<file path="src/rtl/cpu_pkg.sv">
// Shared CPU definitions: ALU opcodes, datapath sizes and operand-usage decode.
package cpu_pkg;

  localparam int N  = 32;
  localparam int RA = 4;

  typedef enum logic [4:0] {
    OP_NOP = 5'd0,
    OP_ADD = 5'd1,
    OP_SUB = 5'd2,
    OP_MUL = 5'd3,
    OP_MOV = 5'd4,
    OP_AND = 5'd9,
    OP_OR  = 5'd10,
    OP_XOR = 5'd11,
    OP_NOT = 5'd12,
    OP_LDR = 5'd17,
    OP_STR = 5'd19,
    OP_JE  = 5'd25,
    OP_JGT = 5'd27,
    OP_JGE = 5'd28,
    OP_JLT = 5'd29,
    OP_JLE = 5'd30
  } alu_op_e;

  function automatic logic uses_rs1(input logic [4:0] op);
    return op != 5'd0;
  endfunction

  // STR always reads rs2 as store data, even though src_B carries the offset.
  function automatic logic uses_rs2(input logic [4:0] op, input logic use_imm);
    logic used;
    used = 1'b0;
    case (op)
      OP_ADD, OP_SUB, OP_MUL, OP_AND, OP_OR, OP_XOR: used = !use_imm;
      OP_STR:                                        used = 1'b1;
      default:                                       used = 1'b0;
    endcase
    return used;
  endfunction

endpackage

</file>
<file path="src/rtl/fwd_mux.sv">
// Operand bypass: newest in-flight result wins (MEM over WB), r0 always reads zero.
module fwd_mux #(
  parameter int N  = 32,
  parameter int RA = 4
) (
  input  logic [RA-1:0] rs,
  input  logic [N-1:0]  rs_data,
  input  logic [RA-1:0] mem_rd,
  input  logic          mem_reg_write,
  input  logic [N-1:0]  mem_result,
  input  logic [RA-1:0] wb_rd,
  input  logic          wb_reg_write,
  input  logic [N-1:0]  wb_result,
  output logic [N-1:0]  fwd
);

  always_comb begin
    fwd = rs_data;
    if (rs == '0)
      fwd = '0;
    else if (mem_reg_write && (mem_rd != '0) && (mem_rd == rs))
      fwd = mem_result;
    else if (wb_reg_write && (wb_rd != '0) && (wb_rd == rs))
      fwd = wb_result;
  end

endmodule

</file>
<file path="src/rtl/ex_operand_stage.sv">
// ID/EX pipeline register with MEM/WB operand forwarding and load-use bubble insertion.
module ex_operand_stage
  import cpu_pkg::*;
#(
  parameter int N  = 32,
  parameter int RA = 4,
  parameter int CW = 16
) (
  input  logic          clk,
  input  logic          rst_n,
  input  logic          id_valid,
  input  logic [4:0]    id_alu_ctrl,
  input  logic [RA-1:0] id_rs1,
  input  logic [RA-1:0] id_rs2,
  input  logic [RA-1:0] id_rd,
  input  logic [N-1:0]  id_rs1_data,
  input  logic [N-1:0]  id_rs2_data,
  input  logic [N-1:0]  id_imm,
  input  logic          id_use_imm,
  input  logic          id_reg_write,
  input  logic          hold_i,
  input  logic          flush_i,
  input  logic [RA-1:0] mem_rd,
  input  logic          mem_reg_write,
  input  logic [N-1:0]  mem_result,
  input  logic [RA-1:0] wb_rd,
  input  logic          wb_reg_write,
  input  logic [N-1:0]  wb_result,
  output logic          stall_o,
  output logic          ex_valid,
  output logic [4:0]    alu_ctrl,
  output logic [N-1:0]  src_A,
  output logic [N-1:0]  src_B,
  output logic [N-1:0]  ex_store_data,
  output logic [RA-1:0] ex_rd,
  output logic          ex_reg_write,
  output logic          ex_mem_read,
  output logic          ex_mem_write,
  output logic [CW-1:0] stall_count
);

  logic          ex_valid_reg;
  logic [4:0]    alu_ctrl_reg;
  logic [RA-1:0] rs1_reg, rs2_reg, rd_reg;
  logic [N-1:0]  rs1_data_reg, rs2_data_reg, imm_reg;
  logic          use_imm_reg, reg_write_reg;
  logic [CW-1:0] stall_count_reg;
  logic [N-1:0]  fwd_a, fwd_b;
  logic          load_en, take_id, stall_hit;

  assign ex_mem_read  = (alu_ctrl_reg == OP_LDR);
  assign ex_mem_write = (alu_ctrl_reg == OP_STR);

  always_comb begin
    stall_hit = 1'b0;
    if (!flush_i && ex_valid_reg && ex_mem_read && (rd_reg != '0) && id_valid)
      stall_hit = (uses_rs1(id_alu_ctrl) && (id_rs1 == rd_reg)) ||
                  (uses_rs2(id_alu_ctrl, id_use_imm) && (id_rs2 == rd_reg));
  end

  // Flush overrides hold; anything not taken from ID loads as an all-zero bubble.
  assign load_en = flush_i || !hold_i;
  assign take_id = !flush_i && !stall_hit && id_valid;

  always_ff @(posedge clk or negedge rst_n) begin
    if (!rst_n) begin
      ex_valid_reg    <= 1'b0;
      alu_ctrl_reg    <= '0;
      rs1_reg         <= '0;
      rs2_reg         <= '0;
      rd_reg          <= '0;
      rs1_data_reg    <= '0;
      rs2_data_reg    <= '0;
      imm_reg         <= '0;
      use_imm_reg     <= 1'b0;
      reg_write_reg   <= 1'b0;
      stall_count_reg <= '0;
    end else begin
      if (load_en) begin
        ex_valid_reg  <= take_id;
        alu_ctrl_reg  <= take_id ? id_alu_ctrl  : '0;
        rs1_reg       <= take_id ? id_rs1       : '0;
        rs2_reg       <= take_id ? id_rs2       : '0;
        rd_reg        <= take_id ? id_rd        : '0;
        rs1_data_reg  <= take_id ? id_rs1_data  : '0;
        rs2_data_reg  <= take_id ? id_rs2_data  : '0;
        imm_reg       <= take_id ? id_imm       : '0;
        use_imm_reg   <= take_id && id_use_imm;
        reg_write_reg <= take_id && id_reg_write;
      end
      if (!hold_i && stall_hit && (stall_count_reg != '1))
        stall_count_reg <= stall_count_reg + 1'b1;
    end
  end

  fwd_mux #(.N(N), .RA(RA)) u_fwd_a (
    .rs(rs1_reg), .rs_data(rs1_data_reg),
    .mem_rd(mem_rd), .mem_reg_write(mem_reg_write), .mem_result(mem_result),
    .wb_rd(wb_rd), .wb_reg_write(wb_reg_write), .wb_result(wb_result),
    .fwd(fwd_a)
  );

  fwd_mux #(.N(N), .RA(RA)) u_fwd_b (
    .rs(rs2_reg), .rs_data(rs2_data_reg),
    .mem_rd(mem_rd), .mem_reg_write(mem_reg_write), .mem_result(mem_result),
    .wb_rd(wb_rd), .wb_reg_write(wb_reg_write), .wb_result(wb_result),
    .fwd(fwd_b)
  );

  assign stall_o       = stall_hit;
  assign ex_valid      = ex_valid_reg;
  assign alu_ctrl      = alu_ctrl_reg;
  assign src_A         = fwd_a;
  assign src_B         = use_imm_reg ? imm_reg : fwd_b;
  assign ex_store_data = fwd_b;
  assign ex_rd         = rd_reg;
  assign ex_reg_write  = reg_write_reg;
  assign stall_count   = stall_count_reg;

endmodule
</file>
<file path="config.mk">
export PLATFORM = sky130hd
export DESIGN_NAME = ex_operand_stage
export DESIGN_NICKNAME = d
export VERILOG_FILES = /design/src/rtl/cpu_pkg.sv /design/src/rtl/fwd_mux.sv /design/src/rtl/ex_operand_stage.sv
export SDC_FILE = /design/constraint.sdc
export NUM_CORES = 1
export LEC_CHECK = 0
export BUFFER_PORTS_ARGS = -buffer_cell sky130_fd_sc_hd__buf_2
export CORE_ASPECT_RATIO = 0.75
export CORE_MARGIN = 2
export CORE_UTILIZATION = 50
export DETAILED_ROUTE_END_ITERATION = 8
export MAX_ROUTING_LAYER = met4
export PLACE_DENSITY = 0.82
export SLEW_MARGIN = 25
export SYNTH_ARGS = -nofsm -noshare
export SYNTH_HDL_FRONTEND = slang
export SYNTH_HIERARCHICAL = 1
export SYNTH_SLANG_ARGS = --single-unit
</file>
<file path="constraint.sdc">
create_clock -name clk -period 3 [get_ports clk]
set_input_delay 0.3 -clock clk [delete_from_list [all_inputs] [get_ports clk]]
set_output_delay 0.3 -clock clk [all_outputs]
set_load 0.05 [all_outputs]
</file>
==> key figures <==
Outcome
  – Outcome: finished, final reports clean

Yosys
  – Unique masters post-synth: 45
  – Post-Syn Nets: 931
  – FFs w/ async S/R, synth: 100%
  – Cells after Synth: 736
  – Synth area leader: sky130_fd_sc_hd__dfrtp_1
  – Average footprint of a synthesized cell: 10.7 um2
  – Syn. warnings: 6
  – Fraction of post-synthesis cell area in the top cell type by area: 41.9%
  – Post-synthesis register bit count: 132
  – Library cell with the highest instance count after synthesis: sky130_fd_sc_hd__dfrtp_1
  – Count of flip-flops with a built-in enable after synthesis: 0
  – Most used standard cells in the synthesized netlist: 132 x sky130_fd_sc_hd__dfrtp_1, 114 x sky130_fd_sc_hd__a22o_1, 72 x sky130_fd_sc_hd__nand3_1
  – Mapped cell area: 7890 um2
  – Sequential-to-total area share from yosys stat: 41.9%
  – Most used flip-flop cell after synthesis: sky130_fd_sc_hd__dfrtp_1
  – Ranking of synthesized cells by area: sky130_fd_sc_hd__dfrtp_1 42%, sky130_fd_sc_hd__a22o_1 13%, sky130_fd_sc_hd__a311oi_2 11%, sky130_fd_sc_hd__mux2_2 4.7%, sky130_fd_sc_hd__nand3_1 4.6%

GRT
  – First-pass GRT wire length: 44.4 mm
  – All-Layer GR Usage: 35.5%
  – Number of antenna violations at the first check in global routing: 6
  – Via count of the first global-routing pass: 7905
  – Largest net degree at the start of global routing: 91
  – Remaining global-route overflow: 0

Clock tree
  – Latest clock arrival within the worst-skew pair: 420 ps
  – Clock-pin slew of the registers on the worst-case setup and hold paths: 60 ps
  – Clock Sink Count: 132
  – Root Driver: sky130_fd_sc_hd__clkbuf_16
  – Total number of H-tree levels: 4
  – Number of buffers created by CTS: 17
  – Longest Clk Path Bufs: 2
  – TritonCTS clock tree: yes

Final layout
  – Fill cell instance count of the final layout: 1172
  – Layout cell share with drive strength beyond 1: 48.7%
  – Total area of multi-input combinational cells: 4230 um2
  – FF/Latch Area: 3310 um2
  – Number of nets at the end of the flow: 1225
  – Area delta synth->final: 32.9%

STA
  – Highest Clock Rate: 342 MHz
  – Period utilisation layout: 97.5%
  – Unrepaired setup endpoints after global routing: false
  – Total count of hold-check failures in the final report: 0
  – Setup TNS: 0 ps
  – Final Critical Period: 2930 ps
  – Final worst-path setup slack: 73.8 ps
  – Remaining max-slew budget at the tightest pin: 50.0%
  – Total of endpoints with negative setup slack in the final report: 0
  – Final-report max-slew violation count: 0
  – Worst-margin pin slew: 750 ps
  – Final clock skew: 14.2 ps
  – Post-Route Hold Slack: 88.6 ps

Drt
  – Routed met2 length: 13.5 mm
  – Uppermost signal routing layer after detailed routing: met4
  – Via/cell ratio: 6.44
  – First-pass DRT Iterations: 5
  – Routed Antenna Nets: 0
  – Wire per inst: 23.3 um
  – Metal3 WL: 3.03 mm
  – Iter 0 DRT Violations: 865
  – Final routed DRC violation total: 0
  – Final wirelength: 29.3 mm
  – Detailed-route via count: 8075
  – Wire length the detailed router placed on met1: 11.7 mm

Pwr
  – Leakage Power: 4.87 nW
  – Worst supply voltage drop on vdd: 0.000284 V
  – PwrDens: 477 nW/um2

Worst hold path
  – Worst hold path class: in -> reg

Setup path
  – Required @ worst endpoint: 2700 ps
  – Crit path launch type: register
  – Largest fanout on the critical path: 18
  – Type of destination of the critical path: output pin
  – Arrival time at the worst endpoint: 2630 ps
  – Kind of critical path: reg -> out

Floorplanning
  – Site Rows: 39
  – Total I/O pin count: 320
  – Total core area: 15300 um2
  – Die Footprint: 16800 um2
  – Die Wd: 149 um
  – Initial Util: 51.5%
  – Die Span Y: 113 um

Placement
  – Port buffer count: 319
  – Weighted congestion at the end of routability-driven global placement: 0.947
  – Post-detailed-placement half-perimeter wirelength: 20.2 mm
  – Dpl ws: 408 ps

Job
  – Max-cap violations: 0
[cell families (layout without fill, tap and decap cells)]
group                    after synthesis  count (layout)  share of synthesized area, %
buffers and inverters                 86             393                          5.77
adder cells (fa/ha/maj)                1               1                         0.159
XOR/XNOR                              37              37                          4.11
other                                  0               6                             0
AO/OA/AOI/OAI                        251             251                          29.4
flip-flops                           132             132                          41.9
AND/OR/NAND/NOR                      196             196                          13.9
multiplexers                          33              33                          4.71
[report_power, final]
part,internal [mW],switching (mW)
Combinational,0.325,0.655
Clock,1.28,0.853
Sequential,1.84,0.0499
Total,3.44,1.56
[stage by stage]
step	util [%]	total power, mW	cell area [um2]	std cells
after floorplan	-	2.46	7900	736
after global placement	63.9	2.86	9790	1213
after detailed placement	63.9	2.87	9790	1213
after CTS	68.1	5.01	10400	1248
after global routing	68.4	5.17	10500	1254
final	68.4	5.00	10500	1254
[final timing paths]
kind / startpoint / to / slack [ps] / cells after the start
worst min register to register: stall_count[10]$_DFFE_PN0P_ / stall_count[10]$_DFFE_PN0P_ / 490 / 1
max in group asynchronous: rst_n / rs2_reg[2]$_DFFE_PN0P_ / 1740 / 3
min in group asynchronous: rst_n / alu_ctrl[2]$_DFFE_PN0P_ / 500 / 2
worst max register to register: stall_count[0]$_DFFE_PN0P_ / stall_count[1]$_DFFE_PN0P_ / 650 / 7
worst max-delay path: rs2_reg[3]$_DFFE_PN0P_ / src_B[13] / 70 / 8
worst min-delay path: id_imm[24] / imm_reg[24]$_DFFE_PN0P_ / 90 / 2
[what timing repair did]
| item | CTS | global route |
|---|---|---|
| cloned | 0 | 0 |
| endpoints found under the setup margin | 19 | 33 |
| resized for setup | 7 | 9 |
| hold buffers | 1 | 0 |
| buffers inserted | 2 | 0 |
| hold endpoints to repair | 77 | 0 |
| pin swaps | 5 | 0 |
[final cells by class]
| type | count | share of cell area (%) |
|---|---|---|
| Clock buffer | 19 | 4.32 |
| Multi-Input combinational cell | 518 | 40.3 |
| Timing Repair Buffer | 358 | 19.7 |
| Antenna cell | 6 | 0.143 |
| Tap cell | 205 | 2.45 |
| Inverter | 3 | 0.107 |
| Clock inverter | 13 | 1.42 |
| Sequential cell | 132 | 31.5 |
[cells in the final DEF (no fill, tap or decap), types with 6 or more instances in the layout]
| cell type | instances |
|---|---|
| sky130_fd_sc_hd__xor2_1 | 12 |
| sky130_fd_sc_hd__buf_2 | 307 |
| sky130_fd_sc_hd__buf_12 | 11 |
| sky130_fd_sc_hd__o21ai_0 | 63 |
| sky130_fd_sc_hd__a311oi_2 | 59 |
| sky130_fd_sc_hd__diode_2 | 6 |
| sky130_fd_sc_hd__buf_4 | 34 |
| sky130_fd_sc_hd__nor3_1 | 64 |
| sky130_fd_sc_hd__dfrtp_1 | 130 |
| sky130_fd_sc_hd__mux2_2 | 33 |
| sky130_fd_sc_hd__nand4_1 | 10 |
| sky130_fd_sc_hd__clkbuf_16 | 17 |
| sky130_fd_sc_hd__nor2_1 | 8 |
| sky130_fd_sc_hd__nand3_1 | 72 |
| sky130_fd_sc_hd__a22o_1 | 114 |
| sky130_fd_sc_hd__xnor2_1 | 25 |
[worst max-delay path, cell delays in order, from the launching register on]
cell and delay [ps]:
sky130_fd_sc_hd__dfrtp_1 510, sky130_fd_sc_hd__nor4_2 70, sky130_fd_sc_hd__buf_4 150, sky130_fd_sc_hd__or2_2 310, sky130_fd_sc_hd__buf_4 210, sky130_fd_sc_hd__o21ai_0 300
sky130_fd_sc_hd__a311oi_2 170, sky130_fd_sc_hd__mux2_2 290, sky130_fd_sc_hd__buf_2 210
[routing by layer]
layer / up-vias / GRT usage (%)
li1: 3488 / -
met1: 3939 / 45.0
met2: 552 / 54.1
met3: 96 / 9.60
met4: 0 / 14.5
met5: - / -
(Power assumes the default switching activity.)
